$ cat src/rtl/board_input_conditioner.sv
// rtl/board_input_conditioner.sv - synchronise, polarity-correct and debounce raw board inputs
module board_input_conditioner #(
    parameter int              Width          = 4,
    parameter int              SyncStages     = 2,
    parameter int              DebounceCycles = 50000,
    parameter logic [Width-1:0] InvertMask    = '0
) (
    input  logic             clk_sys_i,
    input  logic             rst_sys_i,
    input  logic [Width-1:0] raw_i,
    input  logic [Width-1:0] changed_clr_i,
    output logic [Width-1:0] level_o,
    output logic [Width-1:0] rise_o,
    output logic [Width-1:0] fall_o,
    output logic [Width-1:0] changed_o
);

    localparam int              CntW    = $clog2(DebounceCycles + 1);
    localparam logic [CntW-1:0] CntLast = CntW'(DebounceCycles - 1);

    // sync_q[SyncStages-1] is the synchroniser output; it resets to the pin idle value
    logic [Width-1:0] sync_q [SyncStages];
    logic [Width-1:0] s;
    logic [CntW-1:0]  cnt_q [Width];
    logic [Width-1:0] flip;

    assign s = sync_q[SyncStages-1] ^ InvertMask;

    // Synchroniser chain for every channel
    always_ff @(posedge clk_sys_i or posedge rst_sys_i) begin
        if (rst_sys_i) begin
            for (int k = 0; k < SyncStages; k++) begin
                sync_q[k] <= InvertMask;
            end
        end else begin
            sync_q[0] <= raw_i;
            for (int k = 1; k < SyncStages; k++) begin
                sync_q[k] <= sync_q[k-1];
            end
        end
    end

    // A channel flips once its mismatch has persisted for the full debounce window
    always_comb begin
        flip = '0;
        for (int i = 0; i < Width; i++) begin
            flip[i] = (s[i] != level_o[i]) && (cnt_q[i] == CntLast);
        end
    end

    // Per-channel mismatch run counters; cleared on match or on flip, so they never wrap
    always_ff @(posedge clk_sys_i or posedge rst_sys_i) begin
        if (rst_sys_i) begin
            for (int i = 0; i < Width; i++) begin
                cnt_q[i] <= '0;
            end
        end else begin
            for (int i = 0; i < Width; i++) begin
                if ((s[i] == level_o[i]) || flip[i]) begin
                    cnt_q[i] <= '0;
                end else begin
                    cnt_q[i] <= cnt_q[i] + 1'b1;
                end
            end
        end
    end

    // Registered level, edge pulses and sticky change flags (a flip beats a clear)
    always_ff @(posedge clk_sys_i or posedge rst_sys_i) begin
        if (rst_sys_i) begin
            level_o   <= '0;
            rise_o    <= '0;
            fall_o    <= '0;
            changed_o <= '0;
        end else begin
            level_o   <= level_o ^ flip;
            rise_o    <= flip & s;
            fall_o    <= flip & ~s;
            changed_o <= flip | (changed_o & ~changed_clr_i);
        end
    end

endmodule

$ cat config.mk
export PLATFORM = sky130hd
export DESIGN_NAME = board_input_conditioner
export DESIGN_NICKNAME = d
export VERILOG_FILES = /design/src/rtl/board_input_conditioner.sv
export SDC_FILE = /design/constraint.sdc
export NUM_CORES = 1
export LEC_CHECK = 0
export BUFFER_PORTS_ARGS = -buffer_cell sky130_fd_sc_hd__buf_2
export CORE_MARGIN = 1
export CORE_UTILIZATION = 31
export DETAILED_ROUTE_END_ITERATION = 12
export MAX_ROUTING_LAYER = met4
export PLACE_DENSITY_LB_ADDON = 0.1
export SLEW_MARGIN = 20
export SYNTH_ARGS = -nofsm -noshare
export SYNTH_HDL_FRONTEND = slang
export SYNTH_SLANG_ARGS = --single-unit
$ cat constraint.sdc
create_clock -name clk_sys_i -period 2.4 [get_ports clk_sys_i]
set_clock_uncertainty 0.15 [all_clocks]
set_input_delay 0.24 -clock clk_sys_i [delete_from_list [all_inputs] [get_ports clk_sys_i]]
set_output_delay 0.24 -clock clk_sys_i [all_outputs]
set_load 0.03 [all_outputs]
==> out/summary.txt <==
Worst hold margin: 0.101 ns
Buffers & Inverters on Critical Path: 0
Status: finished, final reports clean
Hold path endpoint: changed_o[0]
Setup TNS: 0 ns
Synthesized flop and latch total: 88
Filler cell count in the final layout: 1233
Die Area: 0.0132 mm²
Power share of the combinational group: 3.3%
Slew Viols, Final: 0
Hold Violations, Final: 0
Worst Hold Class: in -> reg
Synth cell count leaders: dfrtp_1, nor2_1, xnor2_1
Post-CTS sizing: 0
Achievable Freq: 0.440 GHz
Primary FF master, synth: dfrtp_1
Detail Route Antenna Nets: 0
DR vias: 2708
Synth top area share: 55.7%
Clock Power Share: 46.7%
Cell Chain, Critical Path: or4_1, or4_1, nand2_2, nor2_1
Tmin final: 2.27 ns
Setup crit end kind: flop
Final setup vio count: 0
Worst-Skew Late Latency: 0.34 ns
Chip width: 115 µm
CP delay by family, top: simple AND/OR/NAND/NOR gates
Mean Syn Cell Area: 10.6 µm²
GRT Total Usage: 13.0%
Ant diodes: 0
H-tree levels: 3
Drt pass-1 iters: 4
Required time of the critical path: 2.47 ns
DRC: 0
Int Pwr: 2.36 mW
Leakage: 1.99 nW
Initial antenna violation count: 0
Worst-Margin Slew: 0.512 ns
Vias in the first global route: 2705
Yosys warns: 0
Num ports: 26
First-pass GRT wire length: 12.7 mm
DR vias/cell: 4.59
Cell count of the worst hold path: 3
P_sw: 688 µW
Final wirelength: 7.32 mm
Critical path fanouts, max: 15
Worst-case vdd ir drop: 454 µV
Initial core utilization: 32.4%
Max-slew headroom: 65.8%
Mapped Cells: 372
Rows: 40
Reg2reg setup slack: 0.13 ns
Sw Ratio: 22.6%
Share of layout cells above drive strength 1: 14.0%
Max_cap viols: 0
Maximum clock path buffer count: 2
Layout area overhead: 19.2%
EDFF count, synth: 0
Grt ovf: 0
Root buffer cell: clkbuf_16
Area used by multi-input combinational logic: 0.00165 mm²
RR Startpoint: cnt_q[26]
Port Buf Inserts: 25
Clock transition at path regs: 0.06 ns
Period utilization: 94.7%
Die H: 115 µm
CP Class: reg -> reg
Final #Nets: 431
Main area contributors after synthesis: dfrtp_1, xnor2_1, nor2_1
Clock sinks: 88
Synth cell types: 35
Cell mode on critical path: or4_1
DP Wirelength: 4.62 mm
Register area share after synthesis: 55.7%
Worst r2r path cells: 4
Routability cong.: 0.747
CTS buffer count: 9
Syn_nets: 386
Critical path's largest stage delay: 0.66 ns
Crit path DAT: 2.34 ns
Most common cell in the synthesized netlist: dfrtp_1
Area taken by flip-flops and latches: 0.00220 mm²
Async SR Flop Fraction: 100%
DR iter-0 viols: 85
RSZ-0062 raised after global routing: false
Reg2reg end: cnt_q[21]
Seq pwr share: 50.1%
Hold wc startpoint: changed_clr_i[0]
Post-synth top area cell: dfrtp_1
Synthesized area: 0.00395 mm²
Power per Cell Area: 647 mW/mm²
CTS tree: built
Startpoint types: flop
Routed WL per cell: 12.4 µm
Core Region: 0.0122 mm²
Largest net degree at the start of global routing: 89
CP max stage cell: or4_1
cell families after synthesis:
kind of cell               after synthesis  synth area share [%]
and+or+nand+nor                        189                  25.2
DFF                                     88                  55.7
xor gates and xnor gates                58                  12.9
buffers and inverters                   22                  2.56
AOI/OAI and AO/OA                        7                  1.08
muxes                                    4                  1.33
adders and majority gates                4                  1.27
power groups by stage:
stage / Combinational, mW / Clock, mW / Sequential (mW)
after global routing: 0.116 / 1.55 / 1.53
after detailed placement: 0.0952 / 0 / 1.55
final: 0.100 / 1.42 / 1.53
after global placement: 0.0960 / 0 / 1.55
after CTS: 0.105 / 1.49 / 1.53
after floorplan: 0.0646 / 0 / 1.55
per-layer routing:
layer	vias to the layer above	GRT usage [%]	share of wire [%]
met5	-	-	0
li1	1365	-	-
met2	33	20.0	46
met1	1301	15.5	49
met3	9	4.90	3.9
met4	0	4.59	1.6
cell type report:
| cell class | count | share of cell area (%) |
|---|---|---|
| Sequential cell | 88 | 46.7 |
| Clock buffer | 9 | 4.78 |
| Tap cell | 168 | 4.46 |
| Multi-Input combinational cell | 262 | 35.0 |
| Timing Repair Buffer | 43 | 6.21 |
| Inverter | 13 | 1.12 |
| Clock inverter | 7 | 1.70 |
per-stage QoR:
stage / setup slack (ns) / std cells / power, mW / utilization (%) / area [µm²]
floorplan: 0.274 / 372 / 1.61 / - / 3960
global placement: 0.172 / 566 / 1.65 / 35.4 / 4330
detailed placement: 0.124 / 566 / 1.65 / 35.4 / 4330
CTS: 0.112 / 590 / 3.12 / 38.6 / 4710
global route: 0.0209 / 590 / 3.20 / 38.6 / 4710
finish: 0.128 / 590 / 3.05 / 38.6 / 4710
worst reg2reg max path: cells and delay by family, from the launching register on:
kind          cells  cell delay (ns)
simple gates      4             1.59
flops             1             0.41
flip-flops by register name, summed over array words and instances, names as in the netlist, named ones only:
name	count
cnt_q	64
changed_o	4
fall_o	4
rise_o	4
s	4
sync_q	4
timing repair:
item	4_1_cts	5_1_grt
hold endpoints to repair	95	0
hold buffers	8	0
setup endpoints to repair	0	0
buffers inserted	0	0
worst max-delay path by stage:
stage | cells past startpoint | start | endpoint | slack, ns
floorplan | 4 | cnt_q[39] | flop | 0.27
finish | 4 | cnt_q[26] | cnt_q[21] | 0.13
detailed placement | 4 | cnt_q[26] | cnt_q[20] | 0.12
global route | 4 | cnt_q[26] | cnt_q[18] | 0.02
CTS | 4 | cnt_q[26] | cnt_q[22] | 0.11
global placement | 4 | cnt_q[26] | cnt_q[24] | 0.17
layout by cell type, fill, tap and decap left out, types with 4 or more instances in the layout:
cell type / n
and3_1: 8
buf_2: 25
buf_4: 9
clkbuf_16: 9
dfrtp_1: 88
dlygate4sd3_1: 8
ha_1: 4
inv_1: 12
nand2_1: 16
nand3_1: 24
nand4_1: 16
nor2_1: 67
nor3_1: 10
nor3b_1: 8
nor4_1: 15
nor4bb_1: 4
or4_1: 5
xnor2_1: 41
xor2_1: 17
(Power assumes the default switching activity.)
